<file path="config.mk">
export PLATFORM = sky130hd
export DESIGN_NAME = uart_rx_top
export DESIGN_NICKNAME = d
export VERILOG_FILES = /design/src/rtl/uart_pkg.sv /design/src/rtl/uart_rx_fifo.sv /design/src/rtl/uart_rx_top.sv
export SDC_FILE = /design/constraint.sdc
export NUM_CORES = 1
export LEC_CHECK = 0
export CORE_UTILIZATION = 59
export CTS_CLUSTER_DIAMETER = 50
export DETAILED_ROUTE_END_ITERATION = 12
export GPL_ROUTABILITY_DRIVEN = 0
export PLACE_DENSITY = 0.79
export SYNTH_ARGS = -nofsm -noshare
export SYNTH_HDL_FRONTEND = slang
export SYNTH_SLANG_ARGS = --single-unit
</file>
<file path="constraint.sdc">
create_clock -name clk_100MHz -period 2.4 [get_ports clk_100MHz]
set_input_delay 0.6 -clock clk_100MHz [delete_from_list [all_inputs] [get_ports clk_100MHz]]
set_output_delay 0.6 -clock clk_100MHz [all_outputs]
set_load 0.03 [all_outputs]
</file>
<file path="src/rtl/uart_pkg.sv">
// uart_pkg: default UART constants shared by the TX and RX tops, plus the RX FSM state type
package uart_pkg;
  localparam int DBITS_DEF    = 8;
  localparam int SB_TICK_DEF  = 16;
  localparam int BR_LIMIT_DEF = 651;
  localparam int BR_BITS_DEF  = 10;
  localparam int FIFO_EXP_DEF = 2;
  typedef enum logic [1:0] {IDLE, START, DATA, STOP} rx_state_t;
endpackage

</file>
<file path="src/rtl/uart_rx_fifo.sv">
// uart_rx_fifo: show-ahead FIFO of 2**FIFO_EXP entries with registered empty/full flags
//   clk_100MHz, reset_n : clock, async active-low reset
//   wr, w_data          : push (dropped when full unless rd is also high)
//   rd                  : pop the head (ignored when empty)
//   r_data              : current head, valid while empty=0
//   empty, full         : occupancy flags
module uart_rx_fifo #(
  parameter int DBITS    = 8,
  parameter int FIFO_EXP = 2
) (
  input  logic             clk_100MHz,
  input  logic             reset_n,
  input  logic             wr,
  input  logic             rd,
  input  logic [DBITS-1:0] w_data,
  output logic [DBITS-1:0] r_data,
  output logic             empty,
  output logic             full
);
  logic [DBITS-1:0]    mem [2**FIFO_EXP];
  logic [FIFO_EXP-1:0] w_ptr, r_ptr, w_nxt, r_nxt;
  logic                wr_en, rd_en;
  // a full FIFO still accepts a write when the head leaves in the same cycle
  assign wr_en  = wr & (~full | rd);
  assign rd_en  = rd & ~empty;
  assign w_nxt  = w_ptr + FIFO_EXP'(1);
  assign r_nxt  = r_ptr + FIFO_EXP'(1);
  assign r_data = mem[r_ptr];
  always_ff @(posedge clk_100MHz or negedge reset_n)
    if (!reset_n) begin
      mem   <= '{default: '0};
      w_ptr <= '0;
      r_ptr <= '0;
      empty <= 1'b1;
      full  <= 1'b0;
    end else begin
      if (wr_en) begin
        mem[w_ptr] <= w_data;
        w_ptr      <= w_nxt;
      end
      if (rd_en) r_ptr <= r_nxt;
      if (wr_en & ~rd_en) begin
        empty <= 1'b0;
        full  <= w_nxt == r_ptr;
      end else if (rd_en & ~wr_en) begin
        full  <= 1'b0;
        empty <= r_nxt == w_ptr;
      end
    end
endmodule

</file>
<file path="src/rtl/uart_rx_top.sv">
// uart_rx_top: 16x-oversampling 8N1 UART receiver feeding a show-ahead byte FIFO
//   clk_100MHz, reset_n : clock, async active-low reset
//   rx                  : asynchronous serial line, idle high
//   read_uart           : one-cycle pop strobe for the FIFO head
//   clear_err           : clears the sticky error flags
//   read_data           : FIFO head (valid while rx_empty=0)
//   rx_empty, rx_full   : FIFO occupancy
//   frame_err, overrun  : sticky bad-stop-bit and dropped-byte flags
module uart_rx_top import uart_pkg::*; #(
  parameter int DBITS    = DBITS_DEF,
  parameter int SB_TICK  = SB_TICK_DEF,
  parameter int BR_LIMIT = BR_LIMIT_DEF,
  parameter int BR_BITS  = BR_BITS_DEF,
  parameter int FIFO_EXP = FIFO_EXP_DEF
) (
  input  logic             clk_100MHz,
  input  logic             reset_n,
  input  logic             rx,
  input  logic             read_uart,
  input  logic             clear_err,
  output logic [DBITS-1:0] read_data,
  output logic             rx_empty,
  output logic             rx_full,
  output logic             frame_err,
  output logic             overrun
);
  localparam int NB = $clog2(DBITS);
  logic               rx_meta, rx_sync, tick, rx_done, wr, fe_set, ov_set;
  logic [BR_BITS-1:0] br_cnt;
  rx_state_t          state, state_nxt;
  logic [3:0]         s_reg, s_nxt;
  logic [NB-1:0]      n_reg, n_nxt;
  logic [DBITS-1:0]   b_reg, b_nxt;
  assign tick = br_cnt == BR_BITS'(BR_LIMIT - 1);
  // idle-high reset value keeps the FSM from seeing a false start edge after reset
  always_ff @(posedge clk_100MHz or negedge reset_n)
    if (!reset_n) begin
      rx_meta <= 1'b1;
      rx_sync <= 1'b1;
      br_cnt  <= '0;
    end else begin
      rx_meta <= rx;
      rx_sync <= rx_meta;
      br_cnt  <= tick ? '0 : br_cnt + BR_BITS'(1);
    end
  always_ff @(posedge clk_100MHz or negedge reset_n)
    if (!reset_n) begin
      state <= IDLE;
      s_reg <= '0;
      n_reg <= '0;
      b_reg <= '0;
    end else begin
      state <= state_nxt;
      s_reg <= s_nxt;
      n_reg <= n_nxt;
      b_reg <= b_nxt;
    end
  always_comb begin
    state_nxt = state;
    s_nxt     = s_reg;
    n_nxt     = n_reg;
    b_nxt     = b_reg;
    rx_done   = 1'b0;
    case (state)
      IDLE:
        if (!rx_sync) begin
          state_nxt = START;
          s_nxt     = '0;
        end
      START:
        if (tick) begin
          if (s_reg == 4'd7) begin
            // a line already back high at mid start bit was a glitch
            state_nxt = rx_sync ? IDLE : DATA;
            s_nxt     = '0;
            n_nxt     = '0;
          end else s_nxt = s_reg + 4'd1;
        end
      DATA:
        if (tick) begin
          if (s_reg == 4'd15) begin
            s_nxt = '0;
            b_nxt = {rx_sync, b_reg[DBITS-1:1]};
            if (n_reg == NB'(DBITS - 1)) state_nxt = STOP;
            else n_nxt = n_reg + NB'(1);
          end else s_nxt = s_reg + 4'd1;
        end
      STOP:
        if (tick) begin
          if (s_reg == 4'(SB_TICK - 1)) begin
            state_nxt = IDLE;
            rx_done   = 1'b1;
          end else s_nxt = s_reg + 4'd1;
        end
      default: state_nxt = IDLE;
    endcase
  end
  assign wr     = rx_done & rx_sync;
  assign fe_set = rx_done & ~rx_sync;
  assign ov_set = wr & rx_full & ~read_uart;
  // an error event in the same cycle as clear_err keeps the flag set
  always_ff @(posedge clk_100MHz or negedge reset_n)
    if (!reset_n) begin
      frame_err <= 1'b0;
      overrun   <= 1'b0;
    end else begin
      frame_err <= fe_set | (frame_err & ~clear_err);
      overrun   <= ov_set | (overrun & ~clear_err);
    end
  uart_rx_fifo #(.DBITS(DBITS), .FIFO_EXP(FIFO_EXP)) u_fifo (
    .clk_100MHz(clk_100MHz),
    .reset_n   (reset_n),
    .wr        (wr),
    .rd        (read_uart),
    .w_data    (b_reg),
    .r_data    (read_data),
    .empty     (rx_empty),
    .full      (rx_full)
  );
endmodule

</file>
After elaboration in Yosys (flattened, before gate mapping):

Cells that the tools add are included.

* logic and storage cells: 112
* register bits: 69
* bits of input ports: 5
* output and inout port bits: 12

* $lt $le $gt $ge: 3
* multiplexer cells: 38
* equal/unequal tests: 19
* bitwise gates (word level): 22
* add/sub/neg operators: 5
* reduce and logical (&&, ||, !) cells: 8

Operators by type and width (number)
* 32-bit bitwise mux: 1
* 4-bit 2-to-1 mux: 7
* 8-bit 2-to-1 mux: 3
* 2-bit inequality test (second input constant): 10
* 2-bit 2-to-1 mux: 9
* 8-bit binary-select mux with 2-bit select: 1
* 8-bit demux with 2-bit select: 1
* 4-bit one-hot mux with 4 select lines: 1
* 3-bit 2-to-1 mux: 5
* 10-bit by 1-bit adder with 10-bit output (second input constant): 1
* 1-bit AND: 10
* 10-bit equality test (second input constant): 1
* 10-bit 2-to-1 mux: 1
* 2-bit one-hot mux with 4 select lines: 1
* 8-bit AND reduction: 1
* 1-bit 2-to-1 mux: 7
* 1-bit NOT: 7
* 3-bit >= comparator (second input constant): 2
* 2-bit NOT with 3-bit output: 2
* 3-bit one-hot mux with 2 select lines: 1
* 6-bit AND reduction: 1
* 5-bit AND reduction: 1
* 2-bit by 1-bit adder with 2-bit output (second input constant): 2
* 4-bit by 1-bit adder with 4-bit output (second input constant): 1
* 13 further kinds: 18

Longest topological paths before layout:

Gate-level depths: netlist of run 1.

* word-level depth: 10
* gate-level depth with buffers: 11

Cells and area by module:

A second synthesis of run 1 with hierarchy kept.

* cells, all modules: 245
* area total of the unflattened synthesis: 3296.9 µm²

By module, submodules not included
* uart_rx_fifo: sequential area each 952.2 µm², cells each 112, area an instance 1803.0 µm², times used 1
* uart_rx_top: sequential area each 778.2 µm², cells each 133, area an instance 1493.9 µm², times used 1

Worst setup path after synthesis of run 1:

Ideal clock, no wire load.

* path type: reg-to-output
* start point: reg u_fifo.r_ptr[0]
* end point: out read_data[3]
* path buffers: 1
* setup slack: 263 ps
* cell stages (with the launch flop): 3
* arrival: 1537 ps
* cells stage by stage: dfrtp_1 > buf_1 > mux4_2

* cells in the longest elaborated chain, start to end: 4

Ends and longest elaborated chain
* start, declared: RTL line uart_rx_fifo.sv:21 `logic [FIFO_EXP-1:0] w_ptr, r_ptr, w_nxt, r_nxt;`
* start signal, assigned: RTL line uart_rx_fifo.sv:41 `if (rd_en) r_ptr <= r_nxt;`
* 2-bit NOT with 3-bit output (implied by the code): RTL line uart_rx_fifo.sv:28 `assign r_data = mem[r_ptr];`
* 8-bit binary-select mux with 2-bit select: RTL line uart_rx_fifo.sv:28
* 8-bit 2-to-1 mux (implied by the code) (2 in series): RTL line uart_rx_fifo.sv:28
* end, declared: RTL line uart_rx_top.sv:21 `output logic [DBITS-1:0] read_data,`

No other way between the ends. The select of a mux whose other input is x is not followed.

Final worst setup path of run 1:

* start point: reg u_fifo.r_ptr[0]
* end point: out read_data[7]

Same word-level chain as after synthesis.

==> metrics, run 1 <==
Worst Hold Class=primary input to async pin; worst skew pair latency=0.35 ns; pwr/cell area=704 mW/mm^2; WP data required=1.80 ns; Post-Place Setup Slack=-0.0504 ns; DRT iter0 DRCs=106; total grt overflow=0; Post-Synth XOR/XNOR Area=3.53%; CTS max path bufs=2; WL/cell=17.2 um; dpl hpwl=4.28 mm; MaxCap Viol Count=0; Flop pwr share=45.7%; Core ar.=0.00517 mm^2; Internal Power=0.00203 W; final wirelength=6.06 mm; syn nets=254; die height=75.9 um; Max H-tree Level=3; first-pass GRT wire length=10.0 mm; Final ANT Viol Nets=0; Starting Density=62.3%; crit-path max FO=13; warning count from the yosys run=0; # rows=26; Worst-Margin Slew=0.720 ns; cell count after synthesis=239; proportion of layout cells with a drive suffix above 1=36.4%; Crit Path Class=flip-flop to output pin; post-synthesis mux area share=21.0%; DRC viols=0; number of synthesized flops with an enable pin=0; # diodes=0; final hold slack=0.240 ns; crit path capture type=output pin; asr flop ratio synth=100%; Syn Area/Cell=13.5 um^2; commonest non-fill, non-tap cell in the layout=dfrtp_1; minimum clock period=2.33 ns; dpl cells=337; All-Layer GR Usage=24.7%; Switching Fraction=24.3%; Synth Area in Compound Gates=4.66%; PortBufs=16; post-route setup slack=0.0708 ns; number of flip-flops in the largest register=32; Gate power share=13.7%; Slew Limit Fails=0; RSZ-0062 raised after global routing=no; Worst Clk Skew=0.00949 ns; Via density=5.79; FF+latch count, synth=69; TritonCTS clock tree=yes; final hold vios=0; Worst VDD drop=0.577 mV; non-filler cells, final=353; Clock Pin Slew Worst Setup and Hold Paths=0.08 ns; Post-synth top flop=dfrtp_1; Syn-to-layout area delta=17.9%; status=completed; CP max stage cell=mux4_2; Root Driver=clkbuf_8; Rel. slew slack=51.4%; Worst EP arrival=1.73 ns; crit path launch type=flip-flop; clk sink count=69; main combinational cell family by area after synthesis=multiplexers; vias in the first global route=2020; most frequent cells in the layout=66 x dfrtp_1, 42 x mux2_2, 17 x buf_4; initial antenna violation count=0; largest net degree at the start of global routing=26; area of the mapped netlist=0.00322 mm^2; setup_tns=0 ns; clock network fraction of design power=40.6%; # IOs=17; Switch Pwr=0.000649 W; die span in x=75.9 um; via count=2043; sequential fraction of the synthesis area=53.7%; worst path cell trace=buf_12 -> mux4_2 -> clkdlybuf4s15_2; Largest delay share family, worst path=multiplexers; Num CTS Buffers=9; NumNets Final=293; largest stage delay on the critical path=0.53 ns; drt pass-1 iters=5; Unique masters post-synth=48; endpoints failing setup=0; Static Leakage=1.80 nW; Tcrit/Tclk final=97.0%; WP buf/inv=2; adder-cell share of the synthesized area=3.88%; FMAX=429 MHz; Die Area=0.00576 mm^2; Synth Area in Simple Gates=11.3%
per-layer routing:
| layer | up-vias | GRT usage (%) | wire length [um] |
|---|---|---|---|
| met1 | 1033 | 35.5 | 2900 |
| met5 | - | 0 | 0 |
| met4 | 0 | 11.5 | 133 |
| met3 | 13 | 4.50 | 171 |
| li1 | 954 | - | - |
| met2 | 43 | 36.8 | 2860 |
power groups by stage:
stage / combinational, W / sequential [W] / clock, W
3_3_place_gp: 0.000369 / 0.00124 / 0
6_report: 0.000367 / 0.00122 / 0.00109
2_1_floorplan: 0.000183 / 0.00126 / 0
4_1_cts: 0.000373 / 0.00122 / 0.00110
5_1_grt: 0.000396 / 0.00122 / 0.00115
3_5_place_dp: 0.000371 / 0.00124 / 0
timing repair:
action	CTS	global route
setup buffers	0	0
hold buffers	0	0
gates resized for setup	12	12
endpoints found under the setup margin	8	7
pin swaps	0	0
cell type report:
type                       instances  area [um^2]
sequential                        69         1730
clock buffer                      11          151
fill                             339         1370
clock inverter                     5         81.3
multi-input combinational        155         1430
inverter                           8         30.0
tap                               70         87.6
timing repair buffer              35          289
logic make-up (layout without fill, tap and decap cells):
logic type | Yosys count | count (layout)
buf+inv | 15 | 59
xor+xnor | 13 | 13
fa+ha+maj | 10 | 10
flops | 69 | 69
simple gates | 59 | 59
compound gates | 21 | 21
mux | 52 | 52
synthesized netlist by cell type (all sizes together), types with 2 or more instances:
cell type / number / area, um^2
nor2: 14 / 52.6
nand4: 4 / 31.3
buf: 5 / 23.8
nand2: 9 / 33.8
nor3b: 2 / 20.0
mux4: 8 / 180
a21oi: 4 / 20.0
a22o: 2 / 17.5
clkbuf: 2 / 7.51
xor2: 3 / 26.3
xnor2: 10 / 87.6
dfrtp: 66 / 1650
nor4b: 2 / 38.8
o21ai: 3 / 15.0
ha: 10 / 125
nand4b: 2 / 17.5
mux2: 44 / 495
dfstp: 3 / 78.8
o31ai: 2 / 15.0
or3: 2 / 12.5
nand3: 13 / 65.1
inv: 8 / 30.0
worst reg2reg max path, stage by stage, from the launching register on:
cell and delay, ns:
dfrtp_1 0.47, inv_1 0.10, ha_1 0.18, nand2_1 0.08, and3b_1 0.36, buf_4 0.22
nand3_1 0.14, buf_4 0.20, mux2_2 0.27
path summary, 6_finish.rpt:
| kind | startpoint | end | slack [ns] | cells past startpoint |
|---|---|---|---|---|
| setup / recovery | u_fifo.r_ptr[0] | read_data[7] | 0.07 | 3 |
| hold / removal | reset_n | u_fifo.mem[8] | 0.24 | 1 |
| setup reg to reg | br_cnt[0] | u_fifo.mem[29] | 0.29 | 8 |
| hold reg to reg | rx_meta | rx_sync | 0.36 | 0 |
| max in group asynchronous | reset_n | u_fifo.w_ptr[1] | 1.56 | 2 |
| min in group clk_100MHz | rx_meta | rx_sync | 0.36 | 0 |
through the flow:
step | cell area, um^2 | util (%) | total power, W
after floorplan | 3220 | - | 0.00144
after global placement | 3600 | 69.6 | 0.00161
after detailed placement | 3600 | 69.6 | 0.00162
after CTS | 3830 | 74.0 | 0.00270
after global routing | 3800 | 73.5 | 0.00277
final | 3800 | 73.5 | 0.00268
(Power assumes the default switching activity.)
==> run 2: changes to the inputs <==
--- a/config.mk
+++ b/config.mk
@@ -5,6 +5,8 @@
 export SDC_FILE = /design/constraint.sdc
 export NUM_CORES = 1
 export LEC_CHECK = 0
+export ABC_CLOCK_PERIOD_IN_PS = 2400
+export CAP_MARGIN = 15
 export CORE_UTILIZATION = 59
 export CTS_CLUSTER_DIAMETER = 50
 export DETAILED_ROUTE_END_ITERATION = 12
==> results of run 2 <==
Same layout as run 1: the final DEF is identical, and so are final timing and power.
